**src/rtl/can_pkg.sv**
```systemverilog
`default_nettype none
// +--------------------------------------------------------------------+
// | can_pkg : segment encoding and constants shared by the CAN bit-timing |
// | Rev 1.0                                                             |
// +--------------------------------------------------------------------+
package can_pkg;

  typedef enum logic [1:0] {
    SEG_SYNC = 2'd0,
    SEG_1    = 2'd1,
    SEG_2    = 2'd2
  } seg_e;

  localparam int CAN_IDLE_BITS = 11;

endpackage
`default_nettype wire

```
**src/rtl/can_tq_prescaler.sv**
```systemverilog
`default_nettype none
// +--------------------------------------------------------------------+
// | can_tq_prescaler : divides clk into time quanta, tq_tick on last clk |
// | Rev 1.0                                                             |
// +--------------------------------------------------------------------+
module can_tq_prescaler #(
  parameter int PRESCALE = 12
) (
  input  logic clk,
  input  logic rst,
  input  logic clr,
  output logic tq_tick
);

  localparam int            CW   = $clog2(PRESCALE);
  localparam logic [CW-1:0] LAST = CW'(PRESCALE - 1);

  logic [CW-1:0] cnt_q;
  logic [CW-1:0] cnt_d;

  assign tq_tick = (cnt_q == LAST);

  always_comb begin
    cnt_d = cnt_q + CW'(1);
    if (clr || tq_tick) begin
      cnt_d = '0;
    end
  end

  always_ff @(posedge clk) begin
    if (rst) begin
      cnt_q <= '0;
    end else begin
      cnt_q <= cnt_d;
    end
  end

endmodule
`default_nettype wire

```
**src/rtl/can_bit_timing.sv**
```systemverilog
`default_nettype none
// +--------------------------------------------------------------------+
// | can_bit_timing : rx synchroniser, tq segment FSM, hard/re-sync, idle |
// | Rev 1.0                                                             |
// +--------------------------------------------------------------------+
module can_bit_timing
  import can_pkg::*;
#(
  parameter int PRESCALE = 12,
  parameter int SEG1     = 6,
  parameter int SEG2     = 3,
  parameter int SJW      = 1
) (
  input  logic clk,
  input  logic rst,
  input  logic rx,
  output logic rx_sync,
  output logic bit_start,
  output logic sample,
  output logic bit_val,
  output logic idle
);

  localparam int             TQW             = $clog2(SEG1 + SJW + 1);
  localparam int             RCW             = $clog2(CAN_IDLE_BITS + 1);
  localparam logic [TQW-1:0] SEG1_T          = TQW'(SEG1);
  localparam logic [TQW-1:0] SJW_T           = TQW'(SJW);
  localparam logic [TQW-1:0] SEG2_LAST       = TQW'(SEG2 - 1);
  localparam logic [TQW-1:0] SEG2_SHORT_LAST = TQW'(SEG2 - SJW - 1);
  localparam logic [TQW-1:0] SEG2_LATE       = TQW'(SEG2 - SJW);
  localparam logic [RCW-1:0] IDLE_CNT        = RCW'(CAN_IDLE_BITS);

  logic           sync1_q, sync2_q, rx_prev_q;
  seg_e           seg_q, seg_d;
  logic [TQW-1:0] tq_q, tq_d, ext_q, ext_d;
  logic           short_q, short_d, synced_q, synced_d;
  logic           bit_start_q, bit_start_d, bit_val_q, bit_val_d;
  logic [RCW-1:0] rec_cnt_q, rec_cnt_d;
  logic           tq_tick, presc_clr, sample_hit;
  logic           fall, can_sync, resync_ok, hard, lengthen, shorten, early, restart;
  logic [TQW-1:0] tq_inc, seg1_last, seg2_last;

  can_tq_prescaler #(.PRESCALE(PRESCALE)) u_presc (
    .clk     (clk),
    .rst     (rst),
    .clr     (presc_clr),
    .tq_tick (tq_tick)
  );

  assign rx_sync   = sync2_q;
  assign bit_start = bit_start_q;
  assign bit_val   = bit_val_q;
  assign idle      = (rec_cnt_q == IDLE_CNT);
  assign sample    = sample_hit & ~rst;

  assign fall      = rx_prev_q & ~sync2_q;
  assign can_sync  = fall & ~synced_q;
  assign hard      = can_sync & idle;
  assign resync_ok = can_sync & ~idle & bit_val_q;
  assign lengthen  = resync_ok && (seg_q == SEG_1);
  // An edge this close to the end of SEG2 belongs to the next bit's SYNC.
  assign early     = resync_ok && (seg_q == SEG_2) && (tq_q >= SEG2_LATE);
  assign shorten   = resync_ok && (seg_q == SEG_2) && (tq_q < SEG2_LATE);
  assign restart   = hard | early;
  assign tq_inc    = tq_q + TQW'(1);

  always_comb begin
    seg_d       = seg_q;
    tq_d        = tq_q;
    ext_d       = ext_q;
    short_d     = short_q;
    synced_d    = synced_q;
    presc_clr   = 1'b0;
    bit_start_d = 1'b0;
    sample_hit  = 1'b0;
    if (lengthen) begin
      ext_d    = (tq_inc < SJW_T) ? tq_inc : SJW_T;
      synced_d = 1'b1;
    end
    if (shorten) begin
      short_d  = 1'b1;
      synced_d = 1'b1;
    end
    seg1_last = SEG1_T + ext_d - TQW'(1);
    seg2_last = short_d ? SEG2_SHORT_LAST : SEG2_LAST;
    if (restart) begin
      seg_d       = SEG_SYNC;
      tq_d        = '0;
      ext_d       = '0;
      short_d     = 1'b0;
      synced_d    = 1'b1;
      presc_clr   = 1'b1;
      bit_start_d = 1'b1;
    end else if (tq_tick) begin
      case (seg_q)
        SEG_SYNC: begin
          seg_d = SEG_1;
          tq_d  = '0;
        end
        SEG_1: begin
          if (tq_q == seg1_last) begin
            seg_d      = SEG_2;
            tq_d       = '0;
            sample_hit = 1'b1;
          end else begin
            tq_d = tq_inc;
          end
        end
        SEG_2: begin
          if (tq_q == seg2_last) begin
            seg_d       = SEG_SYNC;
            tq_d        = '0;
            ext_d       = '0;
            short_d     = 1'b0;
            synced_d    = 1'b0;
            bit_start_d = 1'b1;
          end else begin
            tq_d = tq_inc;
          end
        end
        default: begin
          seg_d = SEG_SYNC;
          tq_d  = '0;
        end
      endcase
    end
  end

  always_comb begin
    bit_val_d = bit_val_q;
    rec_cnt_d = rec_cnt_q;
    if (sample) begin
      bit_val_d = sync2_q;
      if (!sync2_q) begin
        rec_cnt_d = '0;
      end else if (!idle) begin
        rec_cnt_d = rec_cnt_q + RCW'(1);
      end
    end
  end

  always_ff @(posedge clk) begin
    if (rst) begin
      sync1_q     <= 1'b1;
      sync2_q     <= 1'b1;
      rx_prev_q   <= 1'b1;
      seg_q       <= SEG_SYNC;
      tq_q        <= '0;
      ext_q       <= '0;
      short_q     <= 1'b0;
      synced_q    <= 1'b0;
      bit_start_q <= 1'b0;
      bit_val_q   <= 1'b1;
      rec_cnt_q   <= '0;
    end else begin
      sync1_q     <= rx;
      sync2_q     <= sync1_q;
      rx_prev_q   <= sync2_q;
      seg_q       <= seg_d;
      tq_q        <= tq_d;
      ext_q       <= ext_d;
      short_q     <= short_d;
      synced_q    <= synced_d;
      bit_start_q <= bit_start_d;
      bit_val_q   <= bit_val_d;
      rec_cnt_q   <= rec_cnt_d;
    end
  end

endmodule
`default_nettype wire

```
**config.mk**
```make
export PLATFORM = sky130hd
export DESIGN_NAME = can_bit_timing
export DESIGN_NICKNAME = d
export VERILOG_FILES = /design/src/rtl/can_pkg.sv /design/src/rtl/can_tq_prescaler.sv /design/src/rtl/can_bit_timing.sv
export SDC_FILE = /design/constraint.sdc
export NUM_CORES = 1
export LEC_CHECK = 0
export BUFFER_PORTS_ARGS = -buffer_cell sky130_fd_sc_hd__buf_2
export CAP_MARGIN = 20
export CORE_ASPECT_RATIO = 0.5
export CORE_MARGIN = 2
export CORE_UTILIZATION = 40
export DETAILED_ROUTE_END_ITERATION = 6
export GPL_TIMING_DRIVEN = 0
export PLACE_DENSITY = 0.57
export SLEW_MARGIN = 25
export SYNTH_ARGS = -nofsm -noshare
export SYNTH_HDL_FRONTEND = slang
export SYNTH_SLANG_ARGS = --single-unit
```
**constraint.sdc**
```tcl
create_clock -name clk -period 2.7 [get_ports clk]
set_clock_uncertainty 0.05 [all_clocks]
set_input_delay 0.27 -clock clk [delete_from_list [all_inputs] [get_ports clk]]
set_output_delay 0.27 -clock clk [all_outputs]
set_load 0.1 [all_outputs]
```
==> flow_summary.ini <==
[min_path]
holdCritPathClass = primary input to flip-flop
min_to = sync1_q
hold_path_depth = 2
min-delay-start = rx

[setup_path]
path_buf_inv = 3
end_kind = output pin
crit_required_ps = 2380
worstRegToRegCells = 9
r2r-start = rec_cnt_q[0]
r2r_slack_ps = 180
crit_fanout = 4
startpoint_type = flip-flop
critPathKind = flip-flop to output pin
reg2reg_to = rec_cnt_q[2]
cpPeakStageDelay_ps = 420
cp_top_family = compound AO/OA/AOI/OAI gates
cp.arrival_ps = 2380
crit_path_top_delay_cell = o311a_4
crit_chain = ha_4 > nand3b_1 > clkinvlp_4 > o311a_4 > a2111oi_4 > o21ai_4 > buf_6 > nor2_4 > buf_12

[synth]
yosysSeqAreaShare_pct = 35.5
syn_inst = 141
synth_top_flop_cell = dfxtp_1
yosysWarningCount = 0
synth_seq_cells = 23
avgSynthCellArea_um2 = 9.20
synth_area_um2 = 1300
synth_edf_count = 0
async_reset_ff_share_pct = 0
synth_fp_nets = 150
synth.distinct_cells = 51

[clocking]
cts_buffer_depth = 2
cts_tree = built
htreeDepth = 1
cts_root_buf = clkbuf_8
clock-sinks = 23
ctsHoldBuffers = 0
clk_pin_slew_ps = 90
clk_latency_ps = 270
numCtsBuffers = 3

[grt]
track_usage_pct = 17.2
antenna_found_initial = 0
overflow = 0
first_global_vias = 1020
grt_max_degree = 15
grt_pass1_wl_um = 4970

[floorplanning]
die_area_um2 = 3740
coreArea_um2 = 3050
die-height_um = 44.3
start_util_pct = 42.6
io_pins = 8
chipWidth_um = 84.5
num_rows = 14

[run]
maxCapViolCount = 0

[placement]
dpl.hpwl_um = 2020
placed_area_um2 = 1420
port_buffers = 7
dp_cells = 188
gp_congestion = 0.752

[routing]
via_per_inst = 5.50
antenna_left = 0
vias = 1105
routedWlPerCell_um = 14.0
first_iter_violations = 76
drc = 0
finalWirelength_um = 2820
dr.pass1.iters = 4

[timing]
final.period_utilization_pct = 99.8
rsz0062_at_grt = true
relSlewSlack_pct = 67.8
hold_slack_ps = 124
setup_viol = 0
worst_pin_slew_ps = 486
fin_crit_ps = 2700
slew_viol_final = 0
max_freq_ghz = 0.371
hold_viol_final = 0

[final_layout]
drive_gt1_share_pct = 25.5
fin_area_um2 = 1600
antenna_cells = 0
n_fill_cell = 289
fin_nets = 171
final_util_pct = 52.6
mostFrequentLayoutCells = dfxtp_1 (19), nor2_1 (10), buf_4 (9)
fin_cells = 201
area_growth_pct = 23.6
final_common_cell = dfxtp_1

[power]
powerDensity_nw_per_um2 = 374
p_leak_nw = 0.638
irDropWorstVdd_v = 0.000369

[run_status]
status = finished, final reports clean
## where the power goes
part | total [mW] | internal, mW | switching, mW
registers | 0.348 | 0.343 | 0.00447
logic | 0.0287 | 0.0106 | 0.0181
clock network | 0.224 | 0.105 | 0.119
## through the flow
step / setup WS (ps) / TNS (ps) / power [mW]
finish: 4.88 / 0 / 0.601
global route: -106 / -106 / 0.630
CTS: 16.9 / 0 / 0.611
detailed placement: -78.7 / -78.7 / 0.385
global placement: -61.7 / -61.7 / 0.385
floorplan: -276 / -290 / 0.377
## cells in the mapped netlist (4+ instances only)
cell,n,area (um^2)
o21ai_0,6,30.0
inv_1,8,30.0
a32o_1,4,40.0
nand2_1,8,30.0
ha_1,6,75.1
nor2b_1,5,31.3
a21oi_1,4,20.0
nand2b_1,4,25.0
dfxtp_1,23,460
nor2_1,11,41.3
## what timing repair did
action	in CTS	in global routing
pin swaps	2	5
setup endpoints to repair	1	6
setup buffers	5	4
resized for setup	9	5
## worst register-to-register path: stages (launching register included)
cell,delay (ps)
dfxtp_4,360
ha_4,160
nand3b_1,140
clkinvlp_4,170
o311a_4,420
a2111oi_4,330
o21ai_4,100
buf_4,160
or3_1,300
a32o_1,220
## registers in the layout (all words and copies together), names as in the netlist
signal         count
bit_val            1
seg_q              2
sync1_q            1
rx_prev_q          1
rx_sync            1
bit_start          1
ext_q              3
synced_q           1
tq_q               3
rec_cnt_q          4
short_q            1
u_presc.cnt_q      4
## kinds of logic after synthesis
kind of cell               count (synthesis)  share of synthesized area [%]
and+or+nand+nor                           55                           26.0
buffers and inverters                     14                           4.34
xor gates and xnor gates                   4                           2.70
adders and majority gates                  6                           5.79
AOI/OAI and AO/OA                         38                           24.9
muxes                                      1                          0.771
DFF                                       23                           35.5
## worst max path at each step
stage,to,slack [ps],cells after the start,startpoint
detailed placement,sample,-80,8,tq_q[1]
CTS,sample,20,10,seg_q[1]
global route,sample,-110,9,rec_cnt_q[0]
global placement,sample,-60,8,tq_q[1]
finish,sample,5,9,rec_cnt_q[0]
floorplan,sample,-280,8,rec_cnt_q[0]
## layout make-up
cell class	count	area [um^2]	area share (%)
buffer	6	38.8	2.42
clock buffer	3	41.3	2.57
clock inverter	1	7.51	0.468
inverter	8	33.8	2.11
multi-input combinational	104	847	52.8
sequential	23	468	29.2
tap	40	50.0	3.12
timing repair buffer	16	118	7.33
## per-layer routing
layer / global-route usage, % / part of all wire [%] / vias to the layer above
met5: 0 / 0 / -
met4: 4.76 / 0.92 / 0
met3: 5.04 / 6.1 / 5
met2: 25.5 / 40 / 20
met1: 24.6 / 53 / 515
li1: - / - / 565
Note: power is estimated with default switching activity, not from simulation.
